$ cat src/rtl/sprite_line_fetcher.sv
// Purpose : sprite attribute table plus per-scanline scan/fetch engine feeding the line buffer.
// Latency : ROM address to line-buffer write is 1 cycle; a worst-case line fill is 341 cycles.
// Backpr. : none; a line start while busy sets sticky overrun and restarts. SPRITE_SHADOW_EN adds a frame-synchronous shadow table.
`timescale 1ns/1ps
module sprite_line_fetcher #(
    parameter int NUM_SPRITES = 20,
    parameter int H_ACTIVE    = 640,
    parameter int V_TOTAL     = 525,
    parameter int V_ACTIVE    = 480
) (
    input  logic        clk,
    input  logic        reset,
    input  logic [9:0]  VGA_HCOUNT,
    input  logic [9:0]  VGA_VCOUNT,
    input  logic        tbl_we,
    input  logic [4:0]  tbl_addr,
    input  logic [23:0] tbl_data,
    output logic [12:0] rom_addr,
    input  logic [23:0] rom_data,
    output logic        lb_we,
    output logic [9:0]  lb_addr,
    output logic [23:0] lb_data,
    output logic        line_done,
    output logic        overrun
);

    typedef enum logic [1:0] {IDLE, SCAN, FETCH, DONE} state_t;

    state_t      state_q, state_d;
    logic [4:0]  idx_q, idx_d;
    logic [9:0]  tgt_q, tgt_d;
    logic [9:0]  x_q, x_d;
    logic [4:0]  type_q, type_d;
    logic [3:0]  row_q, row_d;
    logic [3:0]  col_q, col_d;
    logic        overrun_q, overrun_d;
    logic [10:0] pcol_q;
    logic        pvld_q;
    logic [23:0] tbl_q [NUM_SPRITES];
`ifdef SPRITE_SHADOW_EN
    logic [23:0] shad_q [NUM_SPRITES];
`endif

    logic        line_start;
    logic [9:0]  tgt_next;
    logic [23:0] cur_ent;
    logic [9:0]  cur_y;
    logic [9:0]  diff;
    logic        hit;

    assign line_start = (VGA_HCOUNT == 10'd0);
    assign tgt_next   = (VGA_VCOUNT == 10'(V_TOTAL - 1)) ? 10'd0 : VGA_VCOUNT + 10'd1;
    assign cur_ent    = tbl_q[idx_q];
    assign cur_y      = {1'b0, cur_ent[13:5]};
    assign diff       = tgt_q - cur_y;
    assign hit        = (cur_ent[4:0] != 5'd0) && (tgt_q >= cur_y) && (diff < 10'd16);

    // Attribute table storage; SCAN reads the pre-write value when both hit the same entry.
    always_ff @(posedge clk or negedge reset) begin
        if (!reset) begin
            for (int i = 0; i < NUM_SPRITES; i++) begin
                tbl_q[i] <= '0;
`ifdef SPRITE_SHADOW_EN
                shad_q[i] <= '0;
`endif
            end
        end else begin
`ifdef SPRITE_SHADOW_EN
            if (line_start && (VGA_VCOUNT == 10'(V_ACTIVE)))
                tbl_q <= shad_q;
            if (tbl_we && (tbl_addr < 5'(NUM_SPRITES)))
                shad_q[tbl_addr] <= tbl_data;
`else
            if (tbl_we && (tbl_addr < 5'(NUM_SPRITES)))
                tbl_q[tbl_addr] <= tbl_data;
`endif
        end
    end

    // Fill engine state and the one-stage column pipeline that tracks the ROM read.
    always_ff @(posedge clk or negedge reset) begin
        if (!reset) begin
            state_q   <= IDLE;
            idx_q     <= '0;
            tgt_q     <= '0;
            x_q       <= '0;
            type_q    <= '0;
            row_q     <= '0;
            col_q     <= '0;
            overrun_q <= 1'b0;
            pcol_q    <= '0;
            pvld_q    <= 1'b0;
        end else begin
            state_q   <= state_d;
            idx_q     <= idx_d;
            tgt_q     <= tgt_d;
            x_q       <= x_d;
            type_q    <= type_d;
            row_q     <= row_d;
            col_q     <= col_d;
            overrun_q <= overrun_d;
            pcol_q    <= {1'b0, x_q} + {7'b0, col_q};
            pvld_q    <= (state_q == FETCH);
        end
    end

    // Next-state: line start always (re)starts from the top entry; otherwise scan high-to-low index.
    always_comb begin
        state_d   = state_q;
        idx_d     = idx_q;
        tgt_d     = tgt_q;
        x_d       = x_q;
        type_d    = type_q;
        row_d     = row_q;
        col_d     = col_q;
        overrun_d = overrun_q;
        if (line_start) begin
            tgt_d   = tgt_next;
            idx_d   = 5'(NUM_SPRITES - 1);
            state_d = SCAN;
            if (state_q != IDLE)
                overrun_d = 1'b1;
        end else begin
            case (state_q)
                SCAN: begin
                    if (hit) begin
                        x_d     = cur_ent[23:14];
                        type_d  = cur_ent[4:0];
                        row_d   = diff[3:0];
                        col_d   = 4'd0;
                        state_d = FETCH;
                    end else if (idx_q == 5'd0) begin
                        state_d = DONE;
                    end else begin
                        idx_d = idx_q - 5'd1;
                    end
                end
                FETCH: begin
                    col_d = col_q + 4'd1;
                    if (col_q == 4'd15) begin
                        if (idx_q == 5'd0) begin
                            state_d = DONE;
                        end else begin
                            idx_d   = idx_q - 5'd1;
                            state_d = SCAN;
                        end
                    end
                end
                DONE:    state_d = IDLE;
                default: state_d = IDLE;
            endcase
        end
    end

    assign rom_addr  = {type_q, row_q, col_q};
    assign lb_we     = pvld_q && (rom_data != 24'h0) && (pcol_q < 11'(H_ACTIVE));
    assign lb_addr   = lb_we ? pcol_q[9:0] : 10'd0;
    assign lb_data   = lb_we ? rom_data : 24'h0;
    assign line_done = (state_q == DONE);
    assign overrun   = overrun_q;

endmodule

$ cat config.mk
export PLATFORM = sky130hd
export DESIGN_NAME = sprite_line_fetcher
export DESIGN_NICKNAME = d
export VERILOG_FILES = /design/src/rtl/sprite_line_fetcher.sv
export SDC_FILE = /design/constraint.sdc
export NUM_CORES = 1
export LEC_CHECK = 0
export CORE_ASPECT_RATIO = 0.6
export CORE_UTILIZATION = 30
export CTS_BUF_LIST = sky130_fd_sc_hd__clkbuf_16
export CTS_CLUSTER_SIZE = 10
export DETAILED_ROUTE_END_ITERATION = 6
export GPL_ROUTABILITY_DRIVEN = 0
export PLACE_DENSITY = 0.45
export REMOVE_ABC_BUFFERS = 1
export SLEW_MARGIN = 20
export SYNTH_ARGS = -nofsm -noshare
export SYNTH_HDL_FRONTEND = slang
export SYNTH_SLANG_ARGS = --single-unit
$ cat constraint.sdc
create_clock -name clk -period 4.95 [get_ports clk]
set_clock_uncertainty 0.2 [all_clocks]
set_input_delay 0.99 -clock clk [delete_from_list [all_inputs] [get_ports clk]]
set_output_delay 0.99 -clock clk [all_outputs]
set_load 0.02 [all_outputs]
==> flow_summary.yaml, run 1 <==
status:
  status: "completed"
drt:
  avgRoutedWirePerCell_um: 25.4
  vias_per_cell: 5.20
  first_pass_iters: 7
  drc: 0
  vias: 15086
  drt-initial-drc-count: 937
  ant_nets: 0
  wl_um: 73700
sta:
  fin_hold_ws_ps: 250
  max_freq_mhz: 208
  tightest_slew_ps: 1030
  slew_violations: 0
  setup_violations: 0
  finalCritPeriodShare: 0.969
  timing.final.ws_setup_ps: 152
  hold_viol_final: 0
  slew_headroom: 0.311
  period_needed_ps: 4800
synth:
  synth_seq_cells: 533
  synthArstFlopShare: 1.00
  synth-main-ff-cell: "dfrtp_1"
  synthTopCellsByArea: "dfrtp_1 53%, mux2_2 22%, mux4_2 12%"
  syn_area_um2: 25000
  yosysTopAreaCell: "dfrtp_1"
  yosysTopAreaCellShare: 0.533
  syn-instance-count: 1691
  ys_types: 68
  seq_area_frac_synth: 0.533
  yosys_warnings: 0
  synth.most_common_cell: "dfrtp_1"
  synth_common_cells: "533 x dfrtp_1, 482 x mux2_2, 129 x mux4_2, 114 x clkbuf_1, 46 x nand2_1"
  synth-edff-count: 0
  avgSynthCellArea_um2: 14.8
power:
  clkPwrFrac: 0.336
  power_frac_seq: 0.484
  p_per_area_nw_per_um2: 389
  p_comb_frac: 0.180
  p_leak_nw: 12.9
  swShare: 0.261
  p_sw_w: 0.00299
  power.internal_w: 0.00844
  ir_drop_mv: 0.261
global_routing:
  grt_antenna_before_repair: 1
  grt_pass1_vias: 15721
  grt_max_degree: 109
  grt_pass1_wl_um: 111000
  grt-ovfl-total: 0
  grt_usage: 0.177
clocking:
  clk_latency_ps: 630
  clock-sinks: 533
  cts_inserted_buffers: 59
  clkTransAtPathRegs_ps: 60
  cts_tree: "yes"
  root_buffer: "clkbuf_16"
  ctsHoldBuffers: 0
  cts.path.max_buffers: 3
  htree_levels: 2
floorplan:
  die_area_um2: 84600
  die_w_um: 375
  die_h_um: 226
  row_count: 81
  core_um2: 82000
  start_util: 0.305
  io_pins: 126
cells_and_area:
  drive_gt1_frac: 0.429
  antennaDiodeCount: 0
  fin_nets: 1916
  area_growth_pct: 17.5
setup_path:
  required_ps: 5240
  start_kind: "flop"
  end_kind: "flop"
  max_stage_delay_ps: 530
  crit_slowest_cell: "mux4_2"
  arrival_ps: 5090
  cp_max_fo: 6
  path_cells: "buf_4 -> mux4_2 -> mux4_2 -> a22oi_1 -> ha_1 -> o21a_1 -> o31a_1 -> o31a_1 -> a2111oi_2 -> a211oi_1 -> o22ai_1 -> buf_4 -> nand3_4 -> nor2_4 -> mux2_4"
  path_class: "reg -> reg"
job:
  maxCapViolCount: 0
min_path:
  hold_path_class: "in -> async"
placement:
  pre_cts_ws_ps: -1.02
  portBuffers: 125
  dp_hpwl_um: 45400
worst max-delay path, delay by kind of cell, from the launching register on:
kind / cells / cell delay, ps
mux: 3 / 1380
fa+ha+maj: 1 / 300
flops: 1 / 500
buf+inv: 2 / 360
compound gates: 7 / 1540
simple gates: 2 / 370
power groups by stage:
stage	clock network [W]	logic, W	registers (W)
detailed placement	0	0.00205	0.00559
global placement	0	0.00200	0.00557
global route	0.00418	0.00224	0.00561
floorplan	0	0.00142	0.00548
finish	0.00384	0.00206	0.00553
CTS	0.00400	0.00207	0.00551
flip-flops by register name, indices dropped and copies added, names as in the netlist, 4 cells and up:
register  cells
tbl_q       480
idx_q         5
type_q        5
col_q         4
x_q          10
tgt_q        10
pcol_q       11
row_q         4
metrics by stage:
step | std cells | total power, W | TNS (ps) | area (um^2) | utilization
floorplan | 1553 | 0.00690 | -102510 | 24400 | -
global placement | 2831 | 0.00757 | 0 | 27800 | 0.338
detailed placement | 2831 | 0.00764 | -1.02 | 27800 | 0.339
CTS | 2902 | 0.0116 | 0 | 29400 | 0.358
global route | 2902 | 0.0120 | -138 | 29400 | 0.358
finish | 2902 | 0.0114 | 0 | 29400 | 0.358
cell type report:
type	count	area [um^2]
tap	1079	1350
clock inverter	9	77.6
fill	7790	52600
inverter	21	78.8
sequential	533	13300
timing repair buffer	202	1950
multi-input combinational	999	11100
clock buffer	59	1480
layout by cell type (no fill, tap or decap), types with 7 or more instances in the layout:
cell type	netlist	layout
dfrtp_1	533	529
mux2_2	482	482
mux4_2	129	129
clkdlybuf4s50_1	0	124
buf_4	6	68
clkbuf_16	0	59
nand2_1	46	39
and2_1	36	36
mux2i_1	26	26
o21ai_1	26	26
inv_1	20	24
ha_1	22	22
nor2_1	22	21
a22oi_1	20	20
nand3_1	18	17
a21oi_1	15	15
o21ai_0	15	15
xor2_1	11	11
nor2b_1	9	9
buf_12	0	9
xnor2_1	8	8
nor4_1	8	8
nand2_2	0	7
a31oi_1	8	7
nand4_1	7	7
path summary, 6_finish.rpt:
check,from,endpoint,slack [ps],depth (start not counted)
max,idx_q[0]$_DFFE_PN0P_,type_q[2]$_DFFE_PN0P_,150,15
min,reset,tbl_q[56]$_DFFE_PN0P_,250,1
max reg2reg,idx_q[0]$_DFFE_PN0P_,type_q[2]$_DFFE_PN0P_,150,15
min reg2reg,tbl_q[409]$_DFFE_PN0P_,tbl_q[409]$_DFFE_PN0P_,300,1
max in group asynchronous,reset,tbl_q[336]$_DFFE_PN0P_,3200,2
min in group clk,tbl_q[409]$_DFFE_PN0P_,tbl_q[409]$_DFFE_PN0P_,300,1
cells by family (layout without fill, tap and decap cells):
group / after synthesis / after routing / synth area share
AOI/OAI and AO/OA: 124 / 124 / 0.0324
xor gates and xnor gates: 19 / 19 / 0.00665
adders and majority gates: 24 / 24 / 0.0126
buffers and inverters: 159 / 291 / 0.0260
DFF: 533 / 533 / 0.533
muxes: 644 / 644 / 0.348
and+or+nand+nor: 188 / 188 / 0.0415
per-layer routing:
layer,track usage,up-vias,share of wire
li1,-,6521,-
met1,0.269,8231,0.51
met2,0.267,251,0.44
met3,0.0261,81,0.036
met4,0.0291,2,0.014
met5,0,-,0.00018
repair_timing:
item	CTS	global route
gates cloned	0	0
gates resized for setup	0	4
buffers inserted	3	0
endpoints found under the setup margin	2	29
Power figures use the tool's default switching activity.
==> inputs of run 2 (changes only) <==
--- a/config.mk
+++ b/config.mk
@@ -13,7 +13,6 @@
 export GPL_ROUTABILITY_DRIVEN = 0
 export PLACE_DENSITY = 0.45
 export REMOVE_ABC_BUFFERS = 1
-export SLEW_MARGIN = 20
 export SYNTH_ARGS = -nofsm -noshare
 export SYNTH_HDL_FRONTEND = slang
 export SYNTH_SLANG_ARGS = --single-unit
==> constraint.sdc (replaced) <==
create_clock -name clk -period 4 [get_ports clk]
set_clock_uncertainty 0.2 [all_clocks]
set_input_delay 0.8 -clock clk [delete_from_list [all_inputs] [get_ports clk]]
set_output_delay 0.8 -clock clk [all_outputs]
set_load 0.02 [all_outputs]
==> flow_summary.yaml, run 2 (synthesized netlist as in run 1, its figures left out) <==
setup_path:
  path_cells: "buf_12 -> buf_12 -> mux4_2 -> mux4_2 -> a22o_1 -> ha_2 -> fa_2 -> nor2b_1 -> o21a_1 -> o211ai_1 -> o2bb2ai_2 -> nand3b_1 -> buf_4 -> o22ai_4 -> buf_6 -> nand3_4 -> nor2_4 -> mux2_4"
  max_stage_delay_ps: 500
  path_class: "reg -> reg"
  path_buf_inv: 4
  crit_slowest_cell: "dfrtp_4"
  end_kind: "flop"
  start_kind: "flop"
  critical_path.top_delay_family: "multiplexers"
  arrival_ps: 4990
  required_ps: 4300
  worst-r2r-setup-slack_ps: -700
  cp_max_fo: 7
floorplan:
  core_um2: 82000
  start_util: 0.305
  die_h_um: 226
  row_count: 81
  die_w_um: 375
  io_pins: 126
  die_area_um2: 84600
placement:
  dp.cells: 2888
  portBuffers: 125
  place_area_um2: 28300
  dp_hpwl_um: 46000
clocking:
  root_buffer: "clkbuf_16"
  htree_levels: 2
  clk_latency_ps: 620
  cts_inserted_buffers: 59
  cts.path.max_buffers: 3
  clock-sinks: 533
  cts_tree: "yes"
  clkTransAtPathRegs_ps: 60
power:
  ir_drop_mv: 0.301
  p_leak_nw: 13.5
  p_per_area_nw_per_um2: 476
drt:
  drc: 0
  ant_nets: 0
  first_pass_iters: 5
  avgRoutedWirePerCell_um: 25.2
  wl_um: 74700
  vias: 15330
  drt-initial-drc-count: 900
  vias_per_cell: 5.17
global_routing:
  grt_pass1_wl_um: 113000
  use_met1: 0.279
  grt_busiest_layer: "met1"
  grt-ovfl-total: 0
  use_met2: 0.269
  grt_antenna_before_repair: 3
  grt_max_degree: 95
  use_met3: 0.0252
  grt_usage: 0.180
  grt_pass1_vias: 16538
cells_and_area:
  post_layout_nonfiller_instances: 2965
  finish.utilization: 0.369
  regMostFlops: "tbl_q"
  reg.largest.list: "tbl_q (480), pcol_q (11)"
  fill_cells: 7737
  fin_nets: 1979
  mostFrequentLayoutCell: "dfrtp_1"
  drive_gt1_frac: 0.468
  stdcell_area_um2: 30300
  largest_reg_flops: 480
  mostFrequentLayoutCells: "529 x dfrtp_1, 482 x mux2_2, 129 x mux4_2"
  area_growth_pct: 21.0
sta:
  slew_violations: 0
  hold_viol_final: 0
  finalCritPeriodShare: 1.17
  fin_hold_ws_ps: 59.3
  slew_headroom: 0.403
  tightest_slew_ps: 892
  setup_tns_ps: -18100
  max_freq_mhz: 213
  rsz0062_at_grt: "yes"
  setup_violations: 30
  timing.final.ws_setup_ps: -697
  period_needed_ps: 4700
status:
  status: "complete, but fails checks"
  violations: "setup timing"
min_path:
  hold_path_class: "in -> async"
job:
  maxCapViolCount: 0
run 2: changes by cell type in the layout (fill, tap and decap cells not counted), sizes merged:
cell           previous run  this run
inv                      25        27
bufinv                    0         1
clkdlybuf4s50           124       114
buf                      78       141
dlymetal6s2s              0        10
diode                     0         1
clkinv                    5         1
run 2: per-stage QoR:
step | setup WS, ps | power [W]
final | -697 | 0.0144
after global routing | -865 | 0.0151
after CTS | -670 | 0.0145
after detailed placement | -823 | 0.00958
after global placement | -796 | 0.00950
after floorplan | -4540 | 0.00854
run 2: worst paths after layout:
kind / end / from / cells past startpoint
max: type_q[0]$_DFFE_PN0P_ / idx_q[0]$_DFFE_PN0P_ / 18
min: tbl_q[59]$_DFFE_PN0P_ / reset / 1
max reg2reg: type_q[0]$_DFFE_PN0P_ / idx_q[0]$_DFFE_PN0P_ / 18
min reg2reg: tbl_q[239]$_DFFE_PN0P_ / tbl_q[239]$_DFFE_PN0P_ / 1
max in group asynchronous: tbl_q[380]$_DFFE_PN0P_ / reset / 2
min in group clk: tbl_q[239]$_DFFE_PN0P_ / tbl_q[239]$_DFFE_PN0P_ / 1
run 2: worst reg2reg max path, stage by stage, from the launching register on:
cell       delay (ps)
dfrtp_4           500
buf_12            160
buf_12            140
mux4_2            410
mux4_2            470
a22o_1            270
ha_2              200
fa_2              340
nor2b_1           110
o21a_1            150
o211ai_1          120
o2bb2ai_2         170
nand3b_1          200
buf_4             170
o22ai_4           170
buf_6             130
nand3_4            90
nor2_4            260
mux2_4            330
run 2: layout make-up:
| class | instances | area, um^2 | share of cell area |
|---|---|---|---|
| Timing Repair Buffer | 265 | 2610 | 0.0861 |
| Antenna cell | 1 | 2.50 | 0.0000827 |
| Clock inverter | 8 | 77.6 | 0.00256 |
| Multi-Input combinational cell | 999 | 11300 | 0.374 |
| Sequential cell | 533 | 13300 | 0.441 |
| Clock buffer | 59 | 1480 | 0.0488 |
| Tap cell | 1079 | 1350 | 0.0446 |
| Inverter | 21 | 78.8 | 0.00260 |
run 2: what timing repair did:
item                                    4_1_cts  5_1_grt
gates cloned                                  1        0
buffers inserted                              7        1
pin swaps                                    16       14
endpoints found under the setup margin       30       64
gates resized for setup                      34       36
hold buffers                                  0        0
run 2: report_power, final:
group          switching, W  internal (W)  total (W)
Clock               0.00215       0.00265    0.00481
Combinational       0.00112       0.00165    0.00277
Sequential         0.000479       0.00635    0.00683
run 2: metal layers:
layer,routed length [um],up-vias
li1,-,6644
met1,38100,8363
met2,32600,248
met3,3180,73
met4,870,2
met5,13,-
